## src/rtl/controller_sysid_stall_timer.sv

```systemverilog
// Counts waitrequest stalls within one read and flags when the stall limit is
// hit while the slave is still stalling. A limit of 0 never expires.
module controller_sysid_stall_timer #(
  parameter int TIMEOUT_CYCLES = 255
) (
  input  logic clock,
  input  logic reset,
  input  logic clear,
  input  logic stall,
  output logic expired
);

  localparam logic [15:0] LIMIT = 16'(TIMEOUT_CYCLES);

  logic [15:0] count;

  // NOTE: sequential state uses non-blocking assignments so every register
  // samples the pre-edge values regardless of process ordering.
  always_ff @(posedge clock) begin
    if (reset) begin
      count <= '0;
    end else if (clear) begin
      count <= '0;
    end else if (stall && count != 16'hFFFF) begin
      count <= count + 16'd1;
    end
  end

  assign expired = (TIMEOUT_CYCLES != 0) && stall && (count == LIMIT);

endmodule

```

## config.mk

```make
export PLATFORM = sky130hd
export DESIGN_NAME = controller_sysid_stall_timer
export DESIGN_NICKNAME = d
export VERILOG_FILES = /design/src/rtl/controller_sysid_stall_timer.sv
export SDC_FILE = /design/constraint.sdc
export NUM_CORES = 1
export LEC_CHECK = 0
export CORE_ASPECT_RATIO = 1.75
export CORE_UTILIZATION = 35
export DETAILED_ROUTE_END_ITERATION = 10
export GPL_TIMING_DRIVEN = 0
export SKIP_CTS_REPAIR_TIMING = 1
export SLEW_MARGIN = 10
export SYNTH_ARGS = -nofsm -noshare
export SYNTH_HDL_FRONTEND = slang
export SYNTH_SLANG_ARGS = --single-unit
```

## constraint.sdc

```tcl
create_clock -name clock -period 2.1 [get_ports clock]
set_input_delay 0.63 -clock clock [delete_from_list [all_inputs] [get_ports clock]]
set_output_delay 0.63 -clock clock [all_outputs]
set_load 0.01 [all_outputs]
```

# --- Word level (Yosys, flattened, before mapping) ---
# Cells that the tools add are included.
# Widths: inputs -> output; s select.
totals:
  reg_bits: 16
  inputBits: 4
  out_inout_bits: 1
  elab_cells: 7
op_classes:
  n_addsub: 1
  n_eq_ne: 2
  reduce_logical: 3
ops:
  columns: ["cell", "n"]
  rows:
  - ["$add 16x1->16 const B", 1]
  - ["$eq 16x8->1 const B", 1]
  - ["$ne 16x16->1 const B", 1]
  - ["$logic_and 1x1->1", 2]
  - ["$reduce_or 2->1", 1]

# --- Longest topological paths before layout ---
# Gate-level depths: netlist (run 1).
logic_depth:
  word_depth: 2
  ltp_mapped: 6
  depth_no_buf: 5

# --- Worst setup path after synthesis (run 1) ---
# OpenSTA, ideal clock, no wires.
synth_path:
  kind: "input -> output"
  startpoint: "input port stall"
  endpoint: "output port expired"
  arrival_time_ps: 1292
  required_ps: 1470
  path_slack_ps: 178
  stages: 4
  path_buffers: 1
  cell_sequence: "and3_1 -> buf_2 -> and3_2 -> and3_1"
synth_between:
  elab_chain_len: 1
synth_rtl:
  columns: ["item", "line", "source"]
  rows:
  - ["start: declaration", "9", "input logic stall,"]
  - ["$logic_and 1x1->1", "29", "assign expired = (TIMEOUT_CYCLES != 0) && stall && (count == LIMIT);"]
  - ["end: declaration", "10", "output logic expired"]
# No other way between the ends.

# --- Worst setup path in the final report (run 1) ---
layout_path:
  startpoint: "register count[1]"
  endpoint: "output port expired"
layout_between:
  elab_chain_len: 2
layout_rtl:
  columns: ["item", "line", "source"]
  rows:
  - ["start: declaration", "15", "logic [15:0] count;"]
  - ["start signal: assignment", "25", "count <= count + 16'd1;"]
  - ["$eq 16x8->1", "29", null]
  - ["$logic_and 1x1->1", "29", null]
# No other way between the ends.

==> results of run 1 <==
[synth_stat cells, drive strengths merged]
master	instances	area, um^2
nor4	3	18.8
inv	1	3.75
or4	1	7.51
nand4	7	43.8
o21a	1	7.51
a31oi	1	6.26
or3	8	51.3
nand2	14	52.6
or2	1	6.26
a21boi	2	15.0
nor2	5	18.8
o31ai	1	7.51
a21oi	9	45.0
nand3	7	47.6
and4	3	30.0
o311ai	1	8.76
o21ai	5	25.0
clkbuf	1	13.8
o41ai	2	17.5
mux2i	6	60.1
nor4b	1	8.76
buf	2	16.3
ha	1	12.5
dfxtp	16	320
nor3	2	10.0
a211oi	2	15.0
a2111o	1	11.3
and3	4	27.5
[worst max path at each step]
stage,slack [ns],startpoint,to,depth (start not counted)
global route,-0.04,count[1],expired,6
finish,-0.007,count[1],expired,6
CTS,-0.91,stall,expired,6
detailed placement,-0.91,stall,expired,6
global placement,-0.90,stall,expired,6
floorplan,0.18,stall,expired,4
[kinds of logic after synthesis]
logic type	Yosys count
buffers and inverters	4
adder cells (fa/ha/maj)	1
multiplexers	6
flip-flops	16
AND/OR/NAND/NOR	56
AO/OA/AOI/OAI	25
[power by group through the flow]
stage	clock network (mW)	registers (mW)	logic, mW
after floorplan	0	0.313	0.0140
after global routing	0.293	0.305	0.0322
after global placement	0	0.313	0.0268
after detailed placement	0	0.313	0.0270
final	0.275	0.305	0.0294
after CTS	0.280	0.306	0.0269
[area by class of cell]
class / count / area share [%]
tap: 26 / 2.92
buffer: 3 / 3.26
multi-input combinational: 88 / 52.2
sequential: 16 / 29.5
timing repair buffer: 9 / 6.86
clock buffer: 4 / 4.95
inverter: 1 / 0.337
[critical path, delay by kind of cell, from the launching register on]
family                     cells  cell delay (ns)
adders and majority gates      1             0.16
buffers and inverters          2             0.23
DFF                            1             0.36
and+or+nand+nor                3             0.48
[metal layers]
layer / wire length, um / vias up / part of all wire [%] / global-route usage, %
met5: 0 / - / 0 / 0
met3: 61 / 4 / 2.9 / 1.92
met4: 37 / 0 / 1.7 / 7.78
li1: - / 447 / - / -
met1: 855 / 415 / 40 / 20.1
met2: 1170 / 22 / 55 / 28.0
==> impl_metrics.ini, run 1 <==
[run_status]
outcome = complete, but fails checks
violations = negative setup slack

[worst_setup_path]
crit_chain = ha_4, and3_4, buf_6, and3_4, and3_4, buf_6
r2r-start = count[1]
cpMostUsedCell = and3_4
critPathKind = flop to output port
slowest_stage = dfxtp_4
slowest_delay_ns = 0.36
crit_fanout = 5
worstSetupStartpointType = flop
r2r_slack_ns = 0.46
worstRegToRegCells = 6
crit_arrival_ns = 1.48
required_ns = 1.47
endpoint_kind = output port
crit-reg2reg-capture = count[14]

[die]
die_w_um = 40.5
start_util_pct = 36.9
rows = 24
dieArea_um2 = 2810
core_area_um2 = 2460
io_pins = 5
die_h_um = 69.4

[sta]
hold_viol = 0
finalCritPeriodShare_pct = 100
finClkSkew_ns = 0.00696
rsz0062_at_grt = true
finalMaxSlewViolations = 0
whs_ns = 0.505
final.min_clock_period_ns = 2.11
setup-violations-final = 1
tightestPinTransition_ns = 0.655
max_freq_mhz = 475
relSlewSlack_pct = 56.2
layout_setup_ws_ns = -0.00663
tns_ns = -0.00663

[final_layout]
fin_nets = 127
stdcell_count = 147
final_cell_mix = nand2_1, dfxtp_1, a21oi_1
largest_reg_flops = 16
largest_registers = count: 16 flops
nFillCells = 244
antennaDiodeCount = 0
multi_input_area_um2 = 581
area_growth_pct = 22.5
design_area_um2 = 1110
regArea_um2 = 328
final_layout_size_suffix_gt1_share_pct = 21.5
regMostFlops = count
fin_util_pct = 45.2

[place]
gp_congestion = 0.860
post-place-cells = 138
buffer_ports.inserted = 4
placement.setup.worst_slack_ns = -0.905
placed_area_um2 = 981
hpwl_um = 1520

[clock_network]
worst_skew_pair.late_latency_ns = 0.25
clockBufferDepth = 2
root_buffer = clkbuf_8
cts_tree = yes
cts_buffers = 3
clkTransAtPathRegs_ns = 0.07
cts.htree.levels = 1
cts.sinks = 16

[detailed_routing]
ant_nets = 0
drtIter0Drc = 10
drtPass1Iterations = 4
wirelength_um = 2120
num_vias = 888
post_drt_wl_per_cell_um = 14.4
vias_per_cell = 6.04
drc_errors = 0

[global_routing]
grt_pass1_vias = 797
track_usage_pct = 16.9
grt_antenna_before_repair = 0
grt_overflow = 0
grt_max_degree = 11
grt_pass1_wl_um = 3400

[yosys]
synthMuxAreaShare_pct = 6.61
synth_area_um2 = 908
synthCells = 108
ys_seq_area_share_pct = 35.3
synthDistinctLibCells = 35
synth_top_family_by_area = simple AND/OR/NAND/NOR gates
synth_compound_area_share_pct = 17.5
syn-mean-instance-area_um2 = 8.41
ys_ff_latch = 16
synthSimpleGateAreaFrac_pct = 35.5
yosys_warnings = 0
synth_xor_area_share_pct = 0
synthAdderAreaFrac_pct = 1.38
synth_fp_nets = 113

[run]
cap_violations = 0

[min_path]
whs_endpoint = count[6]
hp-start = count[6]
hp-class = flop to flop
holdPathStages = 2

[power]
power_frac_comb_pct = 4.8
cellLeakagePower_nw = 0.343
cellPowerDensity_nw_per_um2 = 548
seq_power_share_pct = 50.0
p_int_mw = 0.484
switching_share_pct = 20.6
ir_worst_vdd_mv = 0.460
switchingPower_mw = 0.125
total_power_mw = 0.609
clkPwrFrac_pct = 45.1
(Power assumes the default switching activity.)
==> inputs of run 2 (changes only) <==
--- a/config.mk
+++ b/config.mk
@@ -8,7 +8,6 @@
 export CORE_ASPECT_RATIO = 1.75
 export CORE_UTILIZATION = 35
 export DETAILED_ROUTE_END_ITERATION = 10
-export GPL_TIMING_DRIVEN = 0
 export SKIP_CTS_REPAIR_TIMING = 1
 export SLEW_MARGIN = 10
 export SYNTH_ARGS = -nofsm -noshare
==> constraint.sdc (replaced) <==
create_clock -name clock -period 2.25 [get_ports clock]
set_input_delay 0.675 -clock clock [delete_from_list [all_inputs] [get_ports clock]]
set_output_delay 0.675 -clock clock [all_outputs]
set_load 0.01 [all_outputs]
==> impl_metrics.ini, run 2 (synthesis gave the netlist of run 1 again) <==
[run_status]
outcome = finished clean

[power]
p_int_mw = 0.418
total_power_mw = 0.532
power_frac_comb_pct = 5.4
ir_worst_vdd_mv = 0.289
clkPwrFrac_pct = 40.9
switchingPower_mw = 0.114
cellPowerDensity_nw_per_um2 = 471
cellLeakagePower_nw = 0.395
seq_power_share_pct = 53.7
switching_share_pct = 21.4

[worst_setup_path]
endpoint_kind = output port
r2r_slack_ns = 0.57
required_ns = 1.57
r2r-start = count[0]
slowest_delay_ns = 0.22
slowest_stage = and3_2
worstRegToRegCells = 6
critPathKind = input pin to output port
crit_fanout = 2
crit-reg2reg-capture = count[14]
crit_chain = dlymetal6s2s_1, and3_4, and3_2, and3_1, buf_2
crit_arrival_ns = 1.50
worstSetupStartpointType = input pin
critPathBufInv = 2
cpLargestDelayFamily = simple AND/OR/NAND/NOR gates

[min_path]
hp-start = count[6]
holdPathStages = 2
hp-class = flop to flop
whs_endpoint = count[6]

[clock_network]
cts_tree = yes
worst_skew_pair.late_latency_ns = 0.25
clockBufferDepth = 2
cts.sinks = 16
cts_buffers = 3
cts.htree.levels = 1
root_buffer = clkbuf_8
clkTransAtPathRegs_ns = 0.06

[final_layout]
area_growth_pct = 24.4
fin_util_pct = 45.9
largest_registers = count: 16 flops
largest_reg_flops = 16
regMostFlops = count
fin_nets = 137
final_cell_mix = buf_4, dfxtp_1, nand2_1
final_layout_size_suffix_gt1_share_pct = 23.1
antennaDiodeCount = 0
stdcell_count = 156
mostFrequentLayoutCell = buf_4

[detailed_routing]
post_drt_wl_per_cell_um = 14.8
wirelength_um = 2300
ant_nets = 0
vias_per_cell = 5.88
route.met2.wl_um = 1220
drc_errors = 0
num_vias = 917
drtIter0Drc = 24
drtPass1Iterations = 4
wl_met3_um = 62
top_layer_used = met4
met1_length_um = 913

[global_routing]
grt_antenna_before_repair = 0
grt_overflow = 0
grt_max_degree = 10
track_usage_pct = 20.4
grt_pass1_vias = 951
grt_pass1_wl_um = 4060

[die]
dieArea_um2 = 2810
die_h_um = 69.4
die_w_um = 40.5
rows = 24
start_util_pct = 36.9
core_area_um2 = 2460
io_pins = 5

[sta]
finClkSkew_ns = 0.00314
rsz0062_at_grt = false
max_freq_mhz = 459
finalCritPeriodShare_pct = 96.9
tns_ns = 0
final.min_clock_period_ns = 2.18
relSlewSlack_pct = 61.3
setup-violations-final = 0
tightestPinTransition_ns = 0.576
finalMaxSlewViolations = 0
hold_viol = 0

[place]
buffer_ports.inserted = 4
hpwl_um = 1740
post-place-cells = 153
gp_congestion = 0.901

[run]
cap_violations = 0
==> run 2: cell count changes in the layout (fill, tap and decap cells not counted), moves of 2 or more <==
cell      previous run  this run
clkbuf_8             5         3
buf_4                6        18
dfxtp_1             14        16
dfxtp_4              2         0
buf_6                3         0
and3_4               3         1
==> run 2: worst reg2reg max path, cell delays in order, from the launching register on <==
cell and delay [ns]:
dfxtp_1 0.34, ha_1 0.20, and3_4 0.20, buf_4 0.14, nand3_1 0.13, nor4b_1 0.39, mux2i_1 0.22
==> run 2: final cells by class <==
cell class / count / area, um^2
inverter: 1 / 3.75
multi-input combinational: 88 / 559
timing repair buffer: 22 / 173
tap: 26 / 32.5
clock buffer: 3 / 41.3
sequential: 16 / 320
fill: 262 / 1330
==> run 2: through the flow <==
stage / instance area (um^2) / setup slack, ns / hold WS [ns]
final: 1130 / 0.0707 / 0.508
after global routing: 1130 / 0.0436 / 0.540
after CTS: 1130 / -0.650 / 0.511
after detailed placement: 1090 / -0.647 / 0.501
after global placement: 1090 / -0.641 / 0.495
after floorplan: 908 / 0.238 / 0.461
==> run 2: per-layer routing <==
layer | GRT usage [%] | vias up
li1 | - | 463
met3 | 3.53 | 12
met1 | 23.7 | 425
met4 | 13.0 | 0
met2 | 31.9 | 17
met5 | 0 | -
==> run 2: power by group through the flow <==
stage	clock [mW]	sequential (mW)	combinational, mW
finish	0.218	0.285	0.0287
global route	0.238	0.285	0.0319
CTS	0.223	0.285	0.0288
detailed placement	0	0.292	0.0287
global placement	0	0.291	0.0284
floorplan	0	0.292	0.0131
==> run 2: worst max path at each step <==
stage	from	end	slack (ns)	depth (start not counted)
floorplan	stall	expired	0.24	4
global placement	stall	expired	-0.64	5
detailed placement	stall	expired	-0.65	5
CTS	stall	expired	-0.65	5
global route	stall	expired	0.04	5
finish	stall	expired	0.07	5
==> inputs of run 3 (changes only) <==
--- a/config.mk
+++ b/config.mk
@@ -5,9 +5,11 @@
 export SDC_FILE = /design/constraint.sdc
 export NUM_CORES = 1
 export LEC_CHECK = 0
+export ABC_AREA = 1
 export CORE_ASPECT_RATIO = 1.75
 export CORE_UTILIZATION = 35
 export DETAILED_ROUTE_END_ITERATION = 10
+export SETUP_SLACK_MARGIN = 0.02
 export SKIP_CTS_REPAIR_TIMING = 1
 export SLEW_MARGIN = 10
 export SYNTH_ARGS = -nofsm -noshare
==> impl_metrics.ini, run 3 <==
[sta]
max_freq_mhz = 475
rsz0062_at_grt = false
hold_viol = 0
tightestPinTransition_ns = 0.374
relSlewSlack_pct = 75.0
finClkSkew_ns = 0.00235
setup-violations-final = 0
finalMaxSlewViolations = 0
whs_ns = 0.554
finalCritPeriodShare_pct = 93.5
final.min_clock_period_ns = 2.10

[clock_network]
worst_skew_pair.late_latency_ns = 0.25
clockBufferDepth = 2
clkTransAtPathRegs_ns = 0.06
cts.sinks = 16
cts.htree.levels = 1
cts_buffers = 3
cts_tree = yes
root_buffer = clkbuf_8

[yosys]
ys.flop_type = dfxtp_1
synth_edf_count = 0
ys_ff_latch = 16
synthDistinctLibCells = 17
yosysMostFrequentCell = nor2_1
yosys-top-cells-area = dfxtp_1, nor2_1, nand2_1
synthCells = 159
ys_top_cells_by_count = nor2_1, nand2_1, dfxtp_1
synth_top_cell_area_share_pct = 32.4
synth_area_um2 = 988
yosys_warnings = 0
syn-mean-instance-area_um2 = 6.22
ys_seq_area_share_pct = 32.4
yosysTopAreaCell = dfxtp_1
synth_fp_nets = 164
synth_async_sr_flop_share_pct = 0

[detailed_routing]
wirelength_um = 2220
ant_nets = 0
num_vias = 1011
drtIter0Drc = 16
post_drt_wl_per_cell_um = 10.8
drtPass1Iterations = 4
vias_per_cell = 4.93
drc_errors = 0

[die]
rows = 25
dieArea_um2 = 3050
io_pins = 5
die_h_um = 72.3
start_util_pct = 36.7
core_area_um2 = 2690
die_w_um = 42.2

[final_layout]
mostFrequentLayoutCell = nor2_1
antennaDiodeCount = 0
fin_util_pct = 44.0
final_cell_mix = nor2_1, nand2_1, dfxtp_1
fin_nets = 185
area_growth_pct = 19.9
stdcell_count = 205
regMostFlops = count
largest_registers = count: 16 flops
largest_reg_flops = 16
nFillCells = 292
final_layout_size_suffix_gt1_share_pct = 16.9

[global_routing]
grt_pass1_wl_um = 3850
grt_pass1_vias = 970
track_usage_pct = 16.3
grt_max_degree = 25
grt_overflow = 0
grt_antenna_before_repair = 0

[worst_setup_path]
critPathKind = flop to output port
endpoint_kind = output port
worstSetupStartpointType = flop
crit_arrival_ns = 1.43
r2r_slack_ns = 0.76
required_ns = 1.57
crit_fanout = 2
crit-reg2reg-capture = count[10]
r2r-start = count[13]
worstRegToRegCells = 5

[place]
post-place-cells = 201
gp_congestion = 0.832
hpwl_um = 1740
buffer_ports.inserted = 4

[power]
total_power_mw = 0.530
cellPowerDensity_nw_per_um2 = 447
cellLeakagePower_nw = 0.463
ir_worst_vdd_mv = 0.318

[run]
cap_violations = 0

[min_path]
hp-class = flop to flop
whs_endpoint = count[7]
holdPathStages = 2
hp-start = count[7]

[run_status]
outcome = finished clean
==> run 3: cell count changes in the layout (fill, tap and decap cells not counted), moves of 3 or more <==
cell     change
nor2_1      +36
nand2_1     +26
inv_1       +14
nand3_1      +8
or3_1        -7
mux2i_1      -6
nand4_1      -6
a21oi_1      +4
o21ai_0      -4
buf_4        -3
nand2_2      +3
nor2_2       +3
==> run 3: area by class of cell <==
cell class                 count  area (um^2)  area share, %
tap                           27         33.8           2.85
multi-input combinational    125          583           49.2
timing repair buffer          19          150           12.7
sequential                    16          320           27.0
clock buffer                   3         41.3           3.48
inverter                      15         56.3           4.75
==> run 3: critical path: stages, from the launching register on <==
cell     delay [ns]
dfxtp_1        0.33
ha_1           0.16
inv_1          0.06
nor2_4         0.13
nand2_1        0.09
nor2_2         0.13
and3_1         0.15
buf_2          0.12
==> run 3: worst max path at each step <==
stage,from,end,slack [ns]
floorplan,count[0],expired,0.41
detailed placement,stall,expired,-0.45
global placement,stall,expired,-0.44
CTS,stall,expired,-0.45
finish,count[1],expired,0.15
global route,count[1],expired,0.06
==> run 3: metal layers <==
metal  part of all wire (%)  wire [um]  track usage [%]  vias to the layer above
met2                     55       1230             32.1                       12
met3                    1.7         38             1.49                        6
met1                     41        899             15.5                      455
met5                      0          0                0                        -
li1                       -          -                -                      538
met4                    2.4         53             9.72                        0
==> run 3: kinds of logic (layout without fill, tap and decap cells) <==
family / count (synthesis) / after routing / synth area share, %
AOI/OAI and AO/OA: 14 / 14 / 7.09
buffers and inverters: 18 / 37 / 9.11
adders and majority gates: 1 / 1 / 1.27
and+or+nand+nor: 110 / 110 / 50.1
DFF: 16 / 16 / 32.4
==> run 3: per-stage QoR <==
| stage | setup slack (ns) | instance area (um^2) | setup TNS (ns) |
|---|---|---|---|
| CTS | -0.447 | 1170 | -0.447 |
| global route | 0.0627 | 1180 | 0 |
| floorplan | 0.412 | 988 | 0 |
| detailed placement | -0.447 | 1130 | -0.447 |
| global placement | -0.444 | 1130 | -0.444 |
| finish | 0.147 | 1180 | 0 |
==> run 3: power by group <==
| group | switching (mW) | internal [mW] | total (mW) |
|---|---|---|---|
| sequential | 0.000823 | 0.285 | 0.286 |
| combinational | 0.0158 | 0.0154 | 0.0312 |
| clock | 0.0944 | 0.119 | 0.213 |
| total | 0.111 | 0.419 | 0.530 |
